===== src/rtl/dmem_responder.sv =====
// Data-memory responder: one outstanding load/store, LATENCY wait states,
// then a single-cycle response carrying read data or an error flag.
module dmem_responder #(
   parameter int DEPTH   = 64,
   parameter int LATENCY = 2
) (
   input  logic        clk,
   input  logic        reset,
   input  logic        req_valid,
   input  logic        req_write,
   input  logic [31:0] req_addr,
   input  logic [31:0] req_wdata,
   output logic        req_ready,
   output logic        rsp_valid,
   output logic [31:0] rsp_rdata,
   output logic        rsp_err,
   output logic        busy
);

   localparam int         AW   = $clog2(DEPTH);
   localparam logic [3:0] LAT4 = 4'(LATENCY);

   typedef enum logic [1:0] {
      ST_IDLE,
      ST_WAIT,
      ST_RESP
   } state_t;

   state_t      state_reg, state_next;
   logic [3:0]  cnt_reg, cnt_next;
   logic        write_reg;
   logic [31:0] addr_reg;
   logic [31:0] wdata_reg;
   logic        err_reg;
   logic        load_ok_reg;

   logic        capture;
   logic        access;
   logic        acc_write;
   logic [31:0] acc_addr;
   logic [31:0] acc_wdata;
   logic        acc_err;
   logic [AW-1:0] acc_index;
   logic        mem_we;
   logic        mem_re;

   logic [31:0] mem [DEPTH];
   logic [31:0] mem_q;

   // With zero wait states the access happens on the handshake edge itself,
   // so the live request inputs feed the memory instead of the capture regs.
   always_comb begin
      if (state_reg == ST_IDLE) begin
         acc_write = req_write;
         acc_addr  = req_addr;
         acc_wdata = req_wdata;
      end else begin
         acc_write = write_reg;
         acc_addr  = addr_reg;
         acc_wdata = wdata_reg;
      end
   end

   assign acc_index = acc_addr[AW+1:2];
   assign acc_err   = (acc_addr[1:0] != 2'b00) || (|acc_addr[31:AW+2]);
   assign mem_we    = reset && access && acc_write && !acc_err;
   assign mem_re    = reset && access && !acc_write && !acc_err;

   always_comb begin
      state_next = state_reg;
      cnt_next   = cnt_reg;
      capture    = 1'b0;
      access     = 1'b0;
      case (state_reg)
         ST_IDLE: begin
            if (req_valid) begin
               capture  = 1'b1;
               cnt_next = LAT4;
               if (LATENCY == 0) begin
                  state_next = ST_RESP;
                  access     = 1'b1;
               end else begin
                  state_next = ST_WAIT;
               end
            end
         end
         ST_WAIT: begin
            cnt_next = cnt_reg - 4'd1;
            if (cnt_reg == 4'd1) begin
               state_next = ST_RESP;
               access     = 1'b1;
            end
         end
         ST_RESP: begin
            state_next = ST_IDLE;
         end
         default: begin
            state_next = ST_IDLE;
         end
      endcase
   end

   always_ff @(posedge clk) begin
      if (!reset) begin
         state_reg   <= ST_IDLE;
         cnt_reg     <= 4'd0;
         write_reg   <= 1'b0;
         addr_reg    <= 32'd0;
         wdata_reg   <= 32'd0;
         err_reg     <= 1'b0;
         load_ok_reg <= 1'b0;
      end else begin
         state_reg <= state_next;
         cnt_reg   <= cnt_next;
         if (capture) begin
            write_reg <= req_write;
            addr_reg  <= req_addr;
            wdata_reg <= req_wdata;
         end
         if (access) begin
            err_reg     <= acc_err;
            load_ok_reg <= !acc_write && !acc_err;
         end
      end
   end

   // Storage carries no reset so it maps onto block RAM with a registered read.
   always_ff @(posedge clk) begin
      if (mem_we) begin
         mem[acc_index] <= acc_wdata;
      end
      if (mem_re) begin
         mem_q <= mem[acc_index];
      end
   end

   assign req_ready = reset && (state_reg == ST_IDLE);
   assign rsp_valid = (state_reg == ST_RESP);
   assign busy      = (state_reg != ST_IDLE);
   assign rsp_err   = rsp_valid && err_reg;
   assign rsp_rdata = (rsp_valid && load_ok_reg) ? mem_q : 32'd0;

endmodule


===== config.mk =====
export PLATFORM = sky130hd
export DESIGN_NAME = dmem_responder
export DESIGN_NICKNAME = d
export VERILOG_FILES = /design/src/rtl/dmem_responder.sv
export SDC_FILE = /design/constraint.sdc
export NUM_CORES = 2
export LEC_CHECK = 0
export BUFFER_PORTS_ARGS = -buffer_cell sky130_fd_sc_hd__buf_4
export CAP_MARGIN = 20
export CORE_MARGIN = 1
export CORE_UTILIZATION = 50
export DETAILED_ROUTE_END_ITERATION = 8
export PLACE_DENSITY = 0.74
export SKIP_CTS_REPAIR_TIMING = 1
export SLEW_MARGIN = 25
export SYNTH_ARGS = -nofsm -noshare
export SYNTH_HDL_FRONTEND = slang
export SYNTH_SLANG_ARGS = --single-unit

===== constraint.sdc =====
create_clock -name clk -period 6.8 [get_ports clk]
set_input_delay 2.04 -clock clk [delete_from_list [all_inputs] [get_ports clk]]
set_output_delay 2.04 -clock clk [all_outputs]
set_load 0.005 [all_outputs]

After elaboration in Yosys (flattened, before gate mapping)
Memories as Yosys holds them, arrays and structs flattened. A register that Yosys moved wholly into a read port is not among the register bits.
Index checks and enable logic that the tools add are counted.
- word-level logic and storage cells: 48
- bits in read-only memories: 0
- input port bits: 68
- bits in writable memories: 2048
- output and inout port bits: 36
- latch bits: 0
- register bits after elaboration: 73
- memories: 1
- bitwise operators: 0
- magnitude comparators: 0
- shift-type cells: 0
- multiplexer cells: 15
- divide/modulo/power cells: 0
- reduce and logical (&&, ||, !) cells: 19
- eq/ne operators: 5
- $mul: 0
- $add $sub $neg: 1
- memories (memory ; depth ; width ; rd ports ; clocked after memory_dff ; write ports ; line ; text):
    mem ; 64 ; 32 ; 1 ; 1 ; 1 ; 47 ; logic [31:0] mem [DEPTH];
- operators with widths (cell ; number):
    32-bit two-way mux ; 3
    24-bit OR reduction ; 1
    1-bit logical AND ; 9
    4-bit one-hot mux with 2 select lines ; 1
    1-bit two-way mux ; 7
    2-bit nonzero test ; 3
    4-bit by 1-bit == test with 1-bit output, second input constant ; 1
    2-bit two-way mux ; 2
    4-bit two-way mux ; 1
    2-bit inequality test, second input constant ; 2
    2-bit one-hot mux with 2 select lines ; 1
    2-bit AND reduction ; 2
    4-bit by 1-bit subtractor with 4-bit output, second input constant ; 1
    2-bit by 1-bit == test with 1-bit output, second input constant ; 1
    2-bit == test, second input constant ; 1
    1-bit logical NOT ; 2
    2-bit logical NOT ; 1
    1-bit logical OR ; 1

Depth between registers and ports, before layout
- word-level depth: 8
- gate-level depth with buffers: 14
- mapped depth without buffers: 8

Worst setup path before layout
Ideal clock, no wire load.
- path kind: input -> register
- from: in req_addr[2]
- to: mem mem[7][0] (enable)
- arrival: 5300 ps
- cell stages on the path: 8
- path slack: 1079 ps
- cells stage by stage: buf_2 -> or3b_2 -> nor2_1 -> clkbuf_1 -> clkbuf_1 -> clkbuf_1 -> nor2_1 -> nor2_1
- word-level cells in the longest chain between the ends: 1
- ends and longest elaborated chain (what ; line ; text):
    start, declared ; 11 ; input logic [31:0] req_addr,
    32-bit two-way mux ; 53 ; if (state_reg == ST_IDLE) begin
    end, declared ; 47 ;
No other way between the ends.

Final worst setup path
- from: reg state_reg[1]
- to: out rsp_rdata[0]
- word-level cells in the longest chain between the ends: 3
- ends and longest elaborated chain (what ; line ; text):
    start, declared ; 29 ; state_t state_reg, state_next;
    start signal, assigned ; 113 ; state_reg <= state_next;
    2-bit == test ; 138 ; assign rsp_valid = (state_reg == ST_RESP);
    1-bit logical AND ; 141 ; assign rsp_rdata = (rsp_valid && load_ok_reg) ? mem_q : 32'd0;
    32-bit two-way mux ; 141 ;
    end, declared ; 15 ; output logic [31:0] rsp_rdata,
No other way between the ends.

==> impl_metrics.yaml <==
outcome:
  status: "finished clean"
sta:
  worstMarginPinSlew_ns: 1.21
  final-hold-violation-count: 0
  fin_ws_ns: 1.43
  period_needed_ns: 5.37
  fin_worst_skew_ns: 0.0442
  setup-tns-final_ns: 0
  setup_viol: 0
  period_share_pct: 79.0
  finalMaxSlewViolations: 0
  rsz0062_at_grt: "no"
  fmax_ghz: 0.186
  relSlewSlack_pct: 19.0
drt:
  drc: 0
  drt_iter0_markers: 10116
  viasPerCell: 6.93
  drt-total-wl_mm: 272
  vias: 53012
  drtPass1Iterations: 7
  wl_per_cell_um: 35.5
  drtAntennaViolNets: 0
synthesis:
  async_reset_ff_share_pct: 0
  synth_top_cell_by_area: "edfxtp_1"
  ys_types: 64
  synth_top_flop_cell: "edfxtp_1"
  syn_nets: 5156
  yosys_warnings: 0
  synth_top_area_share_pct: 76.1
  yosysSeqAreaShare_pct: 77.8
  ys_seq_elements: 2153
  syn_area_um2: 82100
  synth_edf_count: 2080
  synth_cells: 5086
  avgSynthCellArea_um2: 16.1
  synth.area.top_cells: "edfxtp_1 (76%), a22oi_1 (4.3%), mux2i_1 (3.1%)"
cts:
  cts-htree-levels: 4
  numClockSinks: 2153
  cts_tree: "yes"
  clockBufferDepth: 3
  cts-root-buf: "clkbuf_16"
  clk_pin_slew_worst_paths_ns: 0.06
  clock_latency_ns: 0.87
  numCtsBuffers: 200
final_layout:
  fin_cells: 7650
  drive_above_1_share_pct: 14.5
  largest_register: "mem"
  regArea_um2: 63900
  multi_input_area_um2: 17800
  largest_reg_flops: 2048
  fin_nets: 5377
  final_area_um2: 94000
  syn2layout_area_growth_pct: 14.5
  final_common_cell: "edfxtp_1"
  n_fill_cell: 12057
  layout_common_cells: "edfxtp_1 (2080), nand2_1 (474), a22oi_1 (467), buf_4 (298), o21ai_0 (296)"
grt:
  grt.overflow.total: 0
  grt_pass1_wl_mm: 378
  grt_util_all_layers_pct: 32.2
  antenna_found_initial: 24
  grt_pass1_vias: 50360
  grt_max_degree: 76
die:
  fp-row-count: 148
  core_um2: 163000
  floorplan.initialDensity_pct: 50.4
  die-area_um2: 166000
  dieWidth_um: 407
  die_h_um: 407
  io_pins: 104
setup_path:
  reg2reg_to: "mem_q[3]"
  worstPathCellList: "nor2b_4 -> buf_16 -> and3_1 -> buf_4"
  critPathTopFamily: "simple AND/OR/NAND/NOR gates"
  slowest_delay_ns: 0.78
  start_kind: "flop"
  cp.buffers_inverters: 2
  cp_max_fo: 23
  end_kind: "primary output"
  crit_cells: 4
  cp.arrival_ns: 3.33
  slowest_stage: "dfxtp_1"
  crit_start: "state_reg[1]"
  reg2reg_setup_slack_ns: 1.47
  required_ns: 4.76
  reg2reg_from: "state_reg[0]"
  critical_path_class: "flop to primary output"
  endpoint: "rsp_rdata[0]"
  ff2ff_path_depth: 10
placement:
  place_inst: 7278
  port_buffers: 103
  hpwl_mm: 163
  dp_slack_ns: 0.749
  routabilityCongestion: 0.975
  place_area_um2: 87600
power:
  sequentialPowerShare_pct: 52.8
  pwr-share-comb_pct: 8.5
  netSwitchingPower_mw: 6.69
  internal-power_mw: 21.4
  sw_frac_of_total_pct: 23.8
  max-vdd-ir-drop_mv: 0.246
  total_power_mw: 28.1
  leakagePower_nw: 30.3
  clock_power_share_pct: 38.7
  power.density_nw_per_um2: 299
flow_run:
  cap_violations: 0
min_path:
  hp-class: "flop to flop"
final cells by class:
| type | instances | area share, % |
|---|---|---|
| Sequential cell | 2153 | 68.0 |
| Antenna cell | 9 | 0.0240 |
| Clock inverter | 113 | 1.05 |
| Inverter | 7 | 0.0280 |
| Multi-Input combinational cell | 2596 | 18.9 |
| Tap cell | 2175 | 2.90 |
| Timing Repair Buffer | 349 | 3.47 |
| Clock buffer | 248 | 5.63 |
Yosys cell counts (all sizes together), types with 55 or more instances:
library cell and count:
nand3 88, a22oi 467, a221oi 78, a21oi 79, clkbuf 158, edfxtp 2080, o21ai 299, buf 172
o22a 55, dfxtp 73, nor2 120, o22ai 65, nand4 74, mux2i 251, nand2 507, a21boi 67
a31oi 110, a22o 67
worst min-delay path by stage:
stage	startpoint	end	slack, ns	cells after the start
global route	addr_reg[16]	addr_reg[16]	0.48	2
floorplan	write_reg	write_reg	0.44	2
finish	wdata_reg[24]	wdata_reg[24]	0.46	2
CTS	wdata_reg[24]	wdata_reg[24]	0.47	2
detailed placement	wdata_reg[24]	wdata_reg[24]	0.46	2
global placement	wdata_reg[31]	wdata_reg[31]	0.45	2
power groups by stage:
stage | Combinational, mW | Clock, mW | Sequential (mW)
after floorplan | 1.14 | 0 | 15.1
after global placement | 2.21 | 0 | 15.1
after detailed placement | 2.26 | 0 | 15.1
after CTS | 2.27 | 10.8 | 14.8
after global routing | 2.40 | 11.4 | 14.8
final | 2.37 | 10.9 | 14.8
cells by family (layout without fill, tap and decap cells):
logic type | Yosys count | in the layout | share of synthesized area, %
compound gates | 1387 | 1387 | 11.8
xor+xnor | 1 | 1 | 0.0107
fa+ha+maj | 2 | 2 | 0.0305
buf+inv | 337 | 717 | 1.79
flops | 2153 | 2153 | 77.8
mux | 270 | 270 | 3.36
other cells | 0 | 9 | 0
simple gates | 936 | 936 | 5.14
routing by layer:
| layer | wire, µm | up-vias | track usage [%] |
|---|---|---|---|
| met3 | 42700 | 1086 | 10.8 |
| met2 | 118000 | 4880 | 47.2 |
| met4 | 22400 | 24 | 21.7 |
| li1 | - | 20956 | - |
| met5 | 168 | - | 0 |
| met1 | 88400 | 26066 | 40.7 |
worst register-to-register path: cells and delay by family (launching register included):
| kind | cells | cell delay [ns] |
|---|---|---|
| AOI/OAI and AO/OA | 3 | 1.36 |
| buffers and inverters | 3 | 1.43 |
| DFF | 1 | 0.60 |
| muxes | 2 | 1.08 |
| and+or+nand+nor | 2 | 0.53 |
per-stage QoR:
stage / utilization [%] / hold WS (ns)
after floorplan: - / 0.443
after global placement: 53.8 / 0.451
after detailed placement: 53.8 / 0.458
after CTS: 57.6 / 0.467
after global routing: 57.7 / 0.484
final: 57.7 / 0.464
(Power assumes the default switching activity.)
